[src/rtl/spsram32_pkg.sv]
`default_nettype none
// ============================================================================
// Module   : spsram32_pkg
// Purpose  : Shared state encoding and constants for the SPSRAM32 DMA engine.
// Revision : 1.0
// ============================================================================
package spsram32_pkg;

    typedef enum logic [1:0] {
        IDLE  = 2'd0,
        READ  = 2'd1,
        WRITE = 2'd2,
        DONE  = 2'd3
    } dma_state_t;

    localparam int unsigned WORD_BYTES  = 32'd4;
    localparam logic [3:0]  WR_MASK_ALL = 4'hF;

endpackage : spsram32_pkg
`default_nettype wire

[src/rtl/spsram32_dma.sv]
`default_nettype none
// ============================================================================
// Module   : spsram32_dma
// Purpose  : Word-granular SRAM-to-SRAM copy engine, two cycles per word.
//            Optional SPSRAM32_DMA_FILL_EN adds a one-cycle-per-word fill mode.
// Revision : 1.0
// ============================================================================
module spsram32_dma
    import spsram32_pkg::*;
#(
    parameter int LEN_W = 16
) (
    input  logic             clk,
    input  logic             rst,
    input  logic             start,
    input  logic             abort,
    input  logic [31:0]      src_addr,
    input  logic [31:0]      dst_addr,
    input  logic [LEN_W-1:0] len,
`ifdef SPSRAM32_DMA_FILL_EN
    input  logic             fill,
    input  logic [31:0]      fill_data,
`endif
    output logic             busy,
    output logic             done,
    output logic             err,
    output logic [31:0]      mem_addr,
    output logic [31:0]      mem_wdata,
    input  logic [31:0]      mem_rdata,
    output logic             mem_en,
    output logic             mem_wr_en,
    output logic [3:0]       mem_wr_mask
);

    dma_state_t       r_state;
    dma_state_t       w_state_nxt;
    logic [31:0]      r_src;
    logic [31:0]      r_dst;
    logic [LEN_W-1:0] r_len;
    logic [LEN_W-1:0] r_cnt;
    logic             r_err;

    logic             w_fill_req;
    logic             w_fill_mode;
    logic [31:0]      w_wr_data;
    logic             w_misaligned;
    logic             w_accept;
    logic             w_last;
    logic [31:0]      w_offset;

`ifdef SPSRAM32_DMA_FILL_EN
    logic             r_fill;
    logic [31:0]      r_fill_data;

    assign w_fill_req  = fill;
    assign w_fill_mode = r_fill;
    assign w_wr_data   = r_fill ? r_fill_data : mem_rdata;
`else
    assign w_fill_req  = 1'b0;
    assign w_fill_mode = 1'b0;
    assign w_wr_data   = mem_rdata;
`endif

    // A fill never reads, so only the destination alignment matters there.
    assign w_misaligned = ((|src_addr[1:0]) & ~w_fill_req) | (|dst_addr[1:0]);
    assign w_accept     = (r_state == IDLE) & start & ~abort;
    assign w_last       = (r_cnt == (r_len - LEN_W'(1)));
    assign w_offset     = 32'(r_cnt) * WORD_BYTES;

    always_ff @(posedge clk or posedge rst) begin
        if (rst) begin
            r_state <= IDLE;
            r_src   <= '0;
            r_dst   <= '0;
            r_len   <= '0;
            r_cnt   <= '0;
            r_err   <= 1'b0;
`ifdef SPSRAM32_DMA_FILL_EN
            r_fill      <= 1'b0;
            r_fill_data <= '0;
`endif
        end else begin
            r_state <= w_state_nxt;
            r_err   <= w_accept & w_misaligned;
            if (w_accept) begin
                r_src <= src_addr;
                r_dst <= dst_addr;
                r_len <= len;
                r_cnt <= '0;
`ifdef SPSRAM32_DMA_FILL_EN
                r_fill      <= fill;
                r_fill_data <= fill_data;
`endif
            end else if ((r_state == WRITE) && !abort && !w_last) begin
                r_cnt <= r_cnt + LEN_W'(1);
            end
        end
    end

    always_comb begin
        w_state_nxt = r_state;
        case (r_state)
            IDLE: begin
                if (w_accept && !w_misaligned) begin
                    if (len == '0) begin
                        w_state_nxt = DONE;
                    end else if (w_fill_req) begin
                        w_state_nxt = WRITE;
                    end else begin
                        w_state_nxt = READ;
                    end
                end
            end
            READ: begin
                w_state_nxt = abort ? IDLE : WRITE;
            end
            WRITE: begin
                if (abort) begin
                    w_state_nxt = IDLE;
                end else if (w_last) begin
                    w_state_nxt = DONE;
                end else if (w_fill_mode) begin
                    w_state_nxt = WRITE;
                end else begin
                    w_state_nxt = READ;
                end
            end
            DONE: begin
                w_state_nxt = IDLE;
            end
            default: begin
                w_state_nxt = IDLE;
            end
        endcase
    end

    // Bus outputs decode straight from state so reset zeroes them at once.
    always_comb begin
        busy        = 1'b0;
        done        = 1'b0;
        err         = r_err;
        mem_en      = 1'b0;
        mem_wr_en   = 1'b0;
        mem_wr_mask = 4'h0;
        mem_addr    = '0;
        mem_wdata   = '0;
        case (r_state)
            READ: begin
                busy     = 1'b1;
                mem_en   = 1'b1;
                mem_addr = r_src + w_offset;
            end
            WRITE: begin
                busy        = 1'b1;
                mem_en      = 1'b1;
                mem_wr_en   = 1'b1;
                mem_wr_mask = WR_MASK_ALL;
                mem_addr    = r_dst + w_offset;
                mem_wdata   = w_wr_data;
            end
            DONE: begin
                done = 1'b1;
            end
            default: begin
            end
        endcase
    end

endmodule : spsram32_dma
`default_nettype wire

[config.mk]
export PLATFORM = sky130hd
export DESIGN_NAME = spsram32_dma
export DESIGN_NICKNAME = d
export VERILOG_FILES = /design/src/rtl/spsram32_pkg.sv /design/src/rtl/spsram32_dma.sv
export SDC_FILE = /design/constraint.sdc
export NUM_CORES = 1
export LEC_CHECK = 0
export CORE_MARGIN = 3
export CORE_UTILIZATION = 40
export CTS_BUF_LIST = sky130_fd_sc_hd__clkbuf_8
export CTS_CLUSTER_DIAMETER = 120
export DETAILED_ROUTE_END_ITERATION = 16
export PLACE_DENSITY = 0.69
export SLEW_MARGIN = 30
export SYNTH_ARGS = -nofsm -noshare
export SYNTH_HDL_FRONTEND = slang
export SYNTH_SLANG_ARGS = --single-unit
[constraint.sdc]
create_clock -name clk -period 10.3 [get_ports clk]
set_input_delay 2.06 -clock clk [delete_from_list [all_inputs] [get_ports clk]]
set_output_delay 2.06 -clock clk [all_outputs]
set_load 0.1 [all_outputs]
==> impl_metrics.toml, run 1 <==
[timing]
final.setup_skew_ns = 0.005435
rsz0062_at_grt = "false"
worst_slack_ns = 2.597
worstMarginPinSlew_ns = 1.033
setup_viol = 0
period_share_pct = 74.79
max_freq_mhz = 129.8
slew_headroom_pct = 30.95
setup_tns_ns = 0
finalCriticalPeriod_ns = 7.703
slew_viol_final = 0
hold_viol = 0

[layout]
drive_gt1_share_pct = 5.741
syn_to_final_growth_pct = 34.40
nets = 1093
antenna_cells = 0

[logic_synthesis]
yosys_register_bits = 99
synth_top_flop_cell = "dfrtp_1"
synthCells = 793
yosysWarningCount = 0
ys_async_sr_fraction_pct = 100.0
syn_area_mm2 = 0.006431
ys_seq_area_share_pct = 38.52
synth_nets = 933
synth_edf_count = 0
synth.distinct_cells = 60
synth.avg_cell_area_um2 = 8.110

[route]
via_per_inst = 5.084
vias = 5943
drc = 0
drt_pass1_iterations = 4
initialDrtViolationCount = 338
ant_nets = 0
wl_per_cell_um = 15.56
drt_wl_total_um = 18190

[floorplanning]
ios = 189
die-area_mm2 = 0.01764
die_y_um = 132.8
core_mm2 = 0.01548
rows = 45
die_x_um = 132.8
start_util_pct = 41.54

[setup_path]
worstPathArrival_ns = 5.64
r2r_setup_slack_ns = 7.25
worstReg2RegStart = "r_state[0]"
cp-end-kind = "output port"
cp-start-kind = "flop"
path_cells = "inv_1 > ha_2 > buf_4 > mux2_2 > ha_1 > a21oi_1 > nand4b_1 > a21boi_0 > nor2_1 > a221oi_1 > clkdlybuf4s50_1"
worst-path-buf-inv = 3
cp_data_required_time_ns = 8.24
path_class = "reg -> out"
slowest_stage = "clkdlybuf4s50_1"
crit_fanout = 46
crit_path_start = "r_state[0]"
critPathMaxStageDelay_ns = 1.19
cpLargestDelayFamily = "buffers and inverters"

[global_routing]
grt_use_total_pct = 20.94
grt_max_degree = 84
grt_pass1_vias = 5960
antenna_found_initial = 0
grt-ovfl-total = 0
grt_pass1_wl_um = 30080

[clock_network]
cts-root-buf = "clkbuf_8"
insertion_delay_ns = 0.38
htreeDepth = 3
cts_hold_buffers = 0
post-cts-setup-buffers = 0
clockBufferDepth = 2
clkSlewWorstSetupHoldPaths_ns = 0.09
cts_resized = 0
cts_tree = "yes"
clock-sinks = 99
cts_buffers = 9

[placed_design]
io_buffers = 188
pre_cts_ws_ns = 2.992
hpwl_um = 13590
gp_congestion = 0.8484

[run]
maxCapViolCount = 0

[pwr]
p_leak_nw = 3.838
p_per_area_mw_per_mm2 = 295.7
post-layout-total-power_mw = 2.556
peakVddDrop_uv = 214.6

[min_path]
hold_start = "r_src[6]"
hold_path.class = "reg -> reg"

[status]
status = "completed"
-- state kept, by name, indices dropped and copies added, names as in the netlist --
| register | cells |
|---|---|
| r_dst | 32 |
| r_src | 32 |
| r_cnt | 16 |
| r_len | 16 |
| r_state | 2 |
| err | 1 |
-- placed cells by master, fill, tap and decap left out, types with 3 or more instances in the layout --
cell             synthesis  layout
nand2_1                262     262
nand2b_1                 7       7
nor3_1                  13      13
mux2i_1                 11      11
xor2_1                  19      19
or3_1                    5       5
o211ai_1                 4       4
and3_1                   9       9
ha_1                    23      22
clkdlybuf4s50_1          0     186
clkbuf_8                 0      11
nor4_1                   7       7
dfrtp_1                 99      99
or4_1                   10      10
o21ai_0                 22      22
nand3_1                 10      10
a21o_1                   5       5
buf_4                    5       4
o21a_1                   7       7
inv_1                   10      10
nand4_1                  8       8
o22ai_1                  3       3
a22oi_1                  3       3
a21oi_1                 30      30
a211oi_1                 5       5
nor2_1                  47      47
nand3b_1                 8       8
nor2b_1                  5       5
mux2_2                  22      22
and2_1                  34      34
o31ai_1                  7       7
xnor2_1                 21      21
-- cells in the mapped netlist, types with 3 or more instances --
| cell type | instances | area [um2] |
|---|---|---|
| o211ai_1 | 4 | 30.03 |
| ha_1 | 23 | 287.8 |
| dfrtp_1 | 99 | 2477 |
| nand3b_1 | 8 | 60.06 |
| or4_1 | 10 | 75.07 |
| nand2_1 | 262 | 983.4 |
| nor4_1 | 7 | 43.79 |
| mux2_2 | 22 | 247.7 |
| nand4_1 | 8 | 50.05 |
| o21ai_0 | 22 | 110.1 |
| a211oi_1 | 5 | 37.54 |
| nand3_1 | 10 | 50.05 |
| nor3_1 | 13 | 65.06 |
| a22oi_1 | 3 | 22.52 |
| xor2_1 | 19 | 166.4 |
| a21oi_1 | 30 | 150.1 |
| buf_2 | 3 | 15.01 |
| inv_1 | 10 | 37.54 |
| o31ai_1 | 7 | 52.55 |
| nand2b_1 | 7 | 43.79 |
| clkbuf_1 | 32 | 120.1 |
| o22ai_1 | 3 | 18.77 |
| or3_1 | 5 | 31.28 |
| and2_1 | 34 | 212.7 |
| nor2b_1 | 5 | 31.28 |
| xnor2_1 | 21 | 183.9 |
| buf_4 | 5 | 37.54 |
| nor2_1 | 47 | 176.4 |
| and3_1 | 9 | 56.30 |
| mux2i_1 | 11 | 110.1 |
| o21a_1 | 7 | 52.55 |
| a21o_1 | 5 | 37.54 |
-- per-stage QoR --
stage / hold slack, ns / instance area [um2] / util, % / std cells
after floorplan: 0.4401 / 6431 / - / 793
after global routing: 0.5121 / 8643 / 55.82 / 1169
after global placement: 0.4547 / 8422 / 54.39 / 1153
after CTS: 0.4806 / 8653 / 55.89 / 1169
after detailed placement: 0.4584 / 8426 / 54.42 / 1153
final: 0.4747 / 8643 / 55.82 / 1169
-- cell type report --
type,instances,area (um2)
Fill cell,1460,6840
Multi-Input combinational cell,640,3721
Sequential cell,99,2477
Timing Repair Buffer,193,1913
Tap cell,211,264.0
Clock buffer,11,151.4
Clock inverter,5,76.32
Inverter,10,40.04
-- worst min-delay path, stage by stage (launching register included) --
cell	delay, ns
dfrtp_1	0.35
nand2_1	0.05
nand2_1	0.05
-- cell families (layout without fill, tap and decap cells) --
kind of cell    after synthesis  after routing  share of synthesized area [%]
compound gates              106            106                          10.90
fa+ha+maj                    24             24                          4.786
simple gates                437            437                          31.05
xor+xnor                     40             40                          5.448
buf+inv                      54            219                          3.736
flops                        99             99                          38.52
mux                          33             33                          5.564
-- routing by layer --
metal / up-vias / GRT usage, % / part of all wire, % / wire length, um
li1: 3007 / - / - / -
met1: 2734 / 27.47 / 45 / 8131
met2: 174 / 33.66 / 47 / 8470
met3: 28 / 5.095 / 6.2 / 1125
met4: 0 / 7.679 / 2.5 / 459
met5: - / 0 / 0 / 0
-- worst paths after layout --
check	cells past startpoint	to
min in group asynchronous	2	r_src[28]
worst max register to register	6	r_cnt[15]
worst min-delay path	2	r_src[6]
max in group asynchronous	3	r_len[12]
worst min register to register	2	r_src[6]
worst max-delay path	11	mem_addr[21]
-- power by group --
part	leakage, nW	total (mW)	switching (mW)	internal (mW)
Sequential	1.25	0.675	0.132	0.543
Clock	0.117	0.287	0.138	0.149
Combinational	2.47	1.59	1.10	0.489
Total	3.84	2.56	1.37	1.18
Note: power is estimated with default switching activity, not from simulation.
==> inputs of run 2 (changes only) <==
clock period = 8.02 ns   (was 10.3 ns; I/O delays follow)
==> run 2 against run 1 <==
Sequential power up 28%. Non-clock buffer count unchanged. First-iteration DRC count up 4.7%. Power up 28%. Sequential cell count unchanged. Largest power group unchanged. Largest cell class unchanged. Clock-buffer cell count down 1.
==> impl_metrics.toml, run 2 (synthesized netlist as in run 1, its figures left out) <==
[status]
status = "completed"

[pwr]
peakVddDrop_uv = 323.1
p_leak_nw = 3.824
p_per_area_mw_per_mm2 = 378.2

[min_path]
hold_path.class = "reg -> reg"
hold_depth = 2
min_to = "r_dst[30]"
hold_start = "r_dst[30]"

[global_routing]
grt_max_degree = 78
grt_use_total_pct = 21.13
antenna_found_initial = 0
grt_pass1_wl_um = 30570
grt_pass1_vias = 5924
grt-ovfl-total = 0

[clock_network]
cts_tree = "yes"
post-cts-setup-buffers = 0
cts_buffers = 9
insertion_delay_ns = 0.39
htreeDepth = 3
cts_hold_buffers = 0
clock-sinks = 99
clockBufferDepth = 2
clkSlewWorstSetupHoldPaths_ns = 0.09
cts-root-buf = "clkbuf_8"
cts_resized = 0

[route]
drt_pass1_iterations = 5
via_per_inst = 5.048
initialDrtViolationCount = 354
vias = 5901
ant_nets = 0
drt_wl_total_um = 18160
wl_per_cell_um = 15.53
drc = 0

[setup_path]
cp-end-kind = "output port"
path_class = "reg -> out"
worstPathArrival_ns = 5.50
crit_fanout = 36
reg2reg_depth = 7
cp_data_required_time_ns = 6.42
r2r_setup_slack_ns = 4.48
worstReg2RegStart = "r_state[0]"
rr_endpoint = "r_cnt[13]"
cp-start-kind = "flop"

[floorplanning]
rows = 45
die-area_mm2 = 0.01764
ios = 189
die_x_um = 132.8
die_y_um = 132.8
start_util_pct = 41.54
core_mm2 = 0.01548

[placed_design]
io_buffers = 188
gp_congestion = 0.8429
hpwl_um = 13440
pre_cts_ws_ns = 1.372

[layout]
nets = 1093
final_common_cell = "nand2_1"
final_cell_mix = "nand2_1, clkdlybuf4s50_1, dfrtp_1, nor2_1, and2_1"
fin_util_pct = 55.81
syn_to_final_growth_pct = 34.36
drive_gt1_share_pct = 6.159
antenna_cells = 0
biggestRegsByFlops = "r_dst (32), r_src (32)"

[timing]
setup_viol = 0
slew_headroom_pct = 30.91
rsz0062_at_grt = "false"
final.setup_skew_ns = 0.01802
worstMarginPinSlew_ns = 1.033
hold_viol = 0
worst_slack_ns = 0.9176
slew_viol_final = 0
whs_ns = 0.4800
finalCriticalPeriod_ns = 7.102
setup_tns_ns = 0
max_freq_mhz = 140.8
period_share_pct = 88.56

[run]
maxCapViolCount = 0
## run 2: through the flow
step | total power, mW | area [um2] | std cells
floorplan | 2.458 | 6452 | 793
global placement | 2.921 | 8443 | 1153
detailed placement | 2.937 | 8438 | 1153
CTS | 3.284 | 8641 | 1169
global route | 3.480 | 8641 | 1169
finish | 3.268 | 8641 | 1169
## run 2: worst max-delay path by stage
stage	start	endpoint	slack [ns]	cells after the start
2_1_floorplan	r_state[0]	mem_addr[14]	0.41	16
3_3_place_gp	r_state[0]	mem_addr[28]	1.43	13
3_5_place_dp	r_state[0]	mem_addr[31]	1.37	12
4_1_cts	r_state[0]	mem_addr[14]	0.88	14
5_1_grt	r_state[0]	mem_addr[14]	0.56	14
6_report	r_state[0]	mem_addr[14]	0.92	14
## run 2: critical path, cell delays in order, from the launching register on
cell	delay (ns)
dfrtp_1	0.40
inv_1	0.13
ha_2	0.76
mux2_2	0.42
ha_1	0.22
fa_1	0.43
a211oi_1	0.25
nor2_1	0.12
o32ai_1	0.48
o21a_1	0.25
o21bai_1	0.10
a21oi_1	0.21
xor2_1	0.09
nor2_1	0.11
clkdlybuf4s50_1	1.15
## run 2: cell type report
class	count	area, um2
fillers	1476	6843
repair buffers	193	1914
clock inverters	6	65.06
inverters	10	40.04
well taps	211	264.0
multi-input cells	640	3742
flip-flops and latches	99	2477
clock buffers	10	137.6
## run 2: power breakdown
part	switching (mW)	internal, mW	total (mW)
sequential	0.169	0.697	0.866
combinational	1.43	0.633	2.06
clock	0.186	0.153	0.339
## run 2: layer usage
metal / GRT usage, % / up-vias / wire [um]
met1: 28.69 / 2723 / 8474
met3: 4.753 / 28 / 931
li1: - / 2996 / -
met4: 8.430 / 0 / 482
met5: 0 / - / 0
met2: 32.76 / 154 / 8267
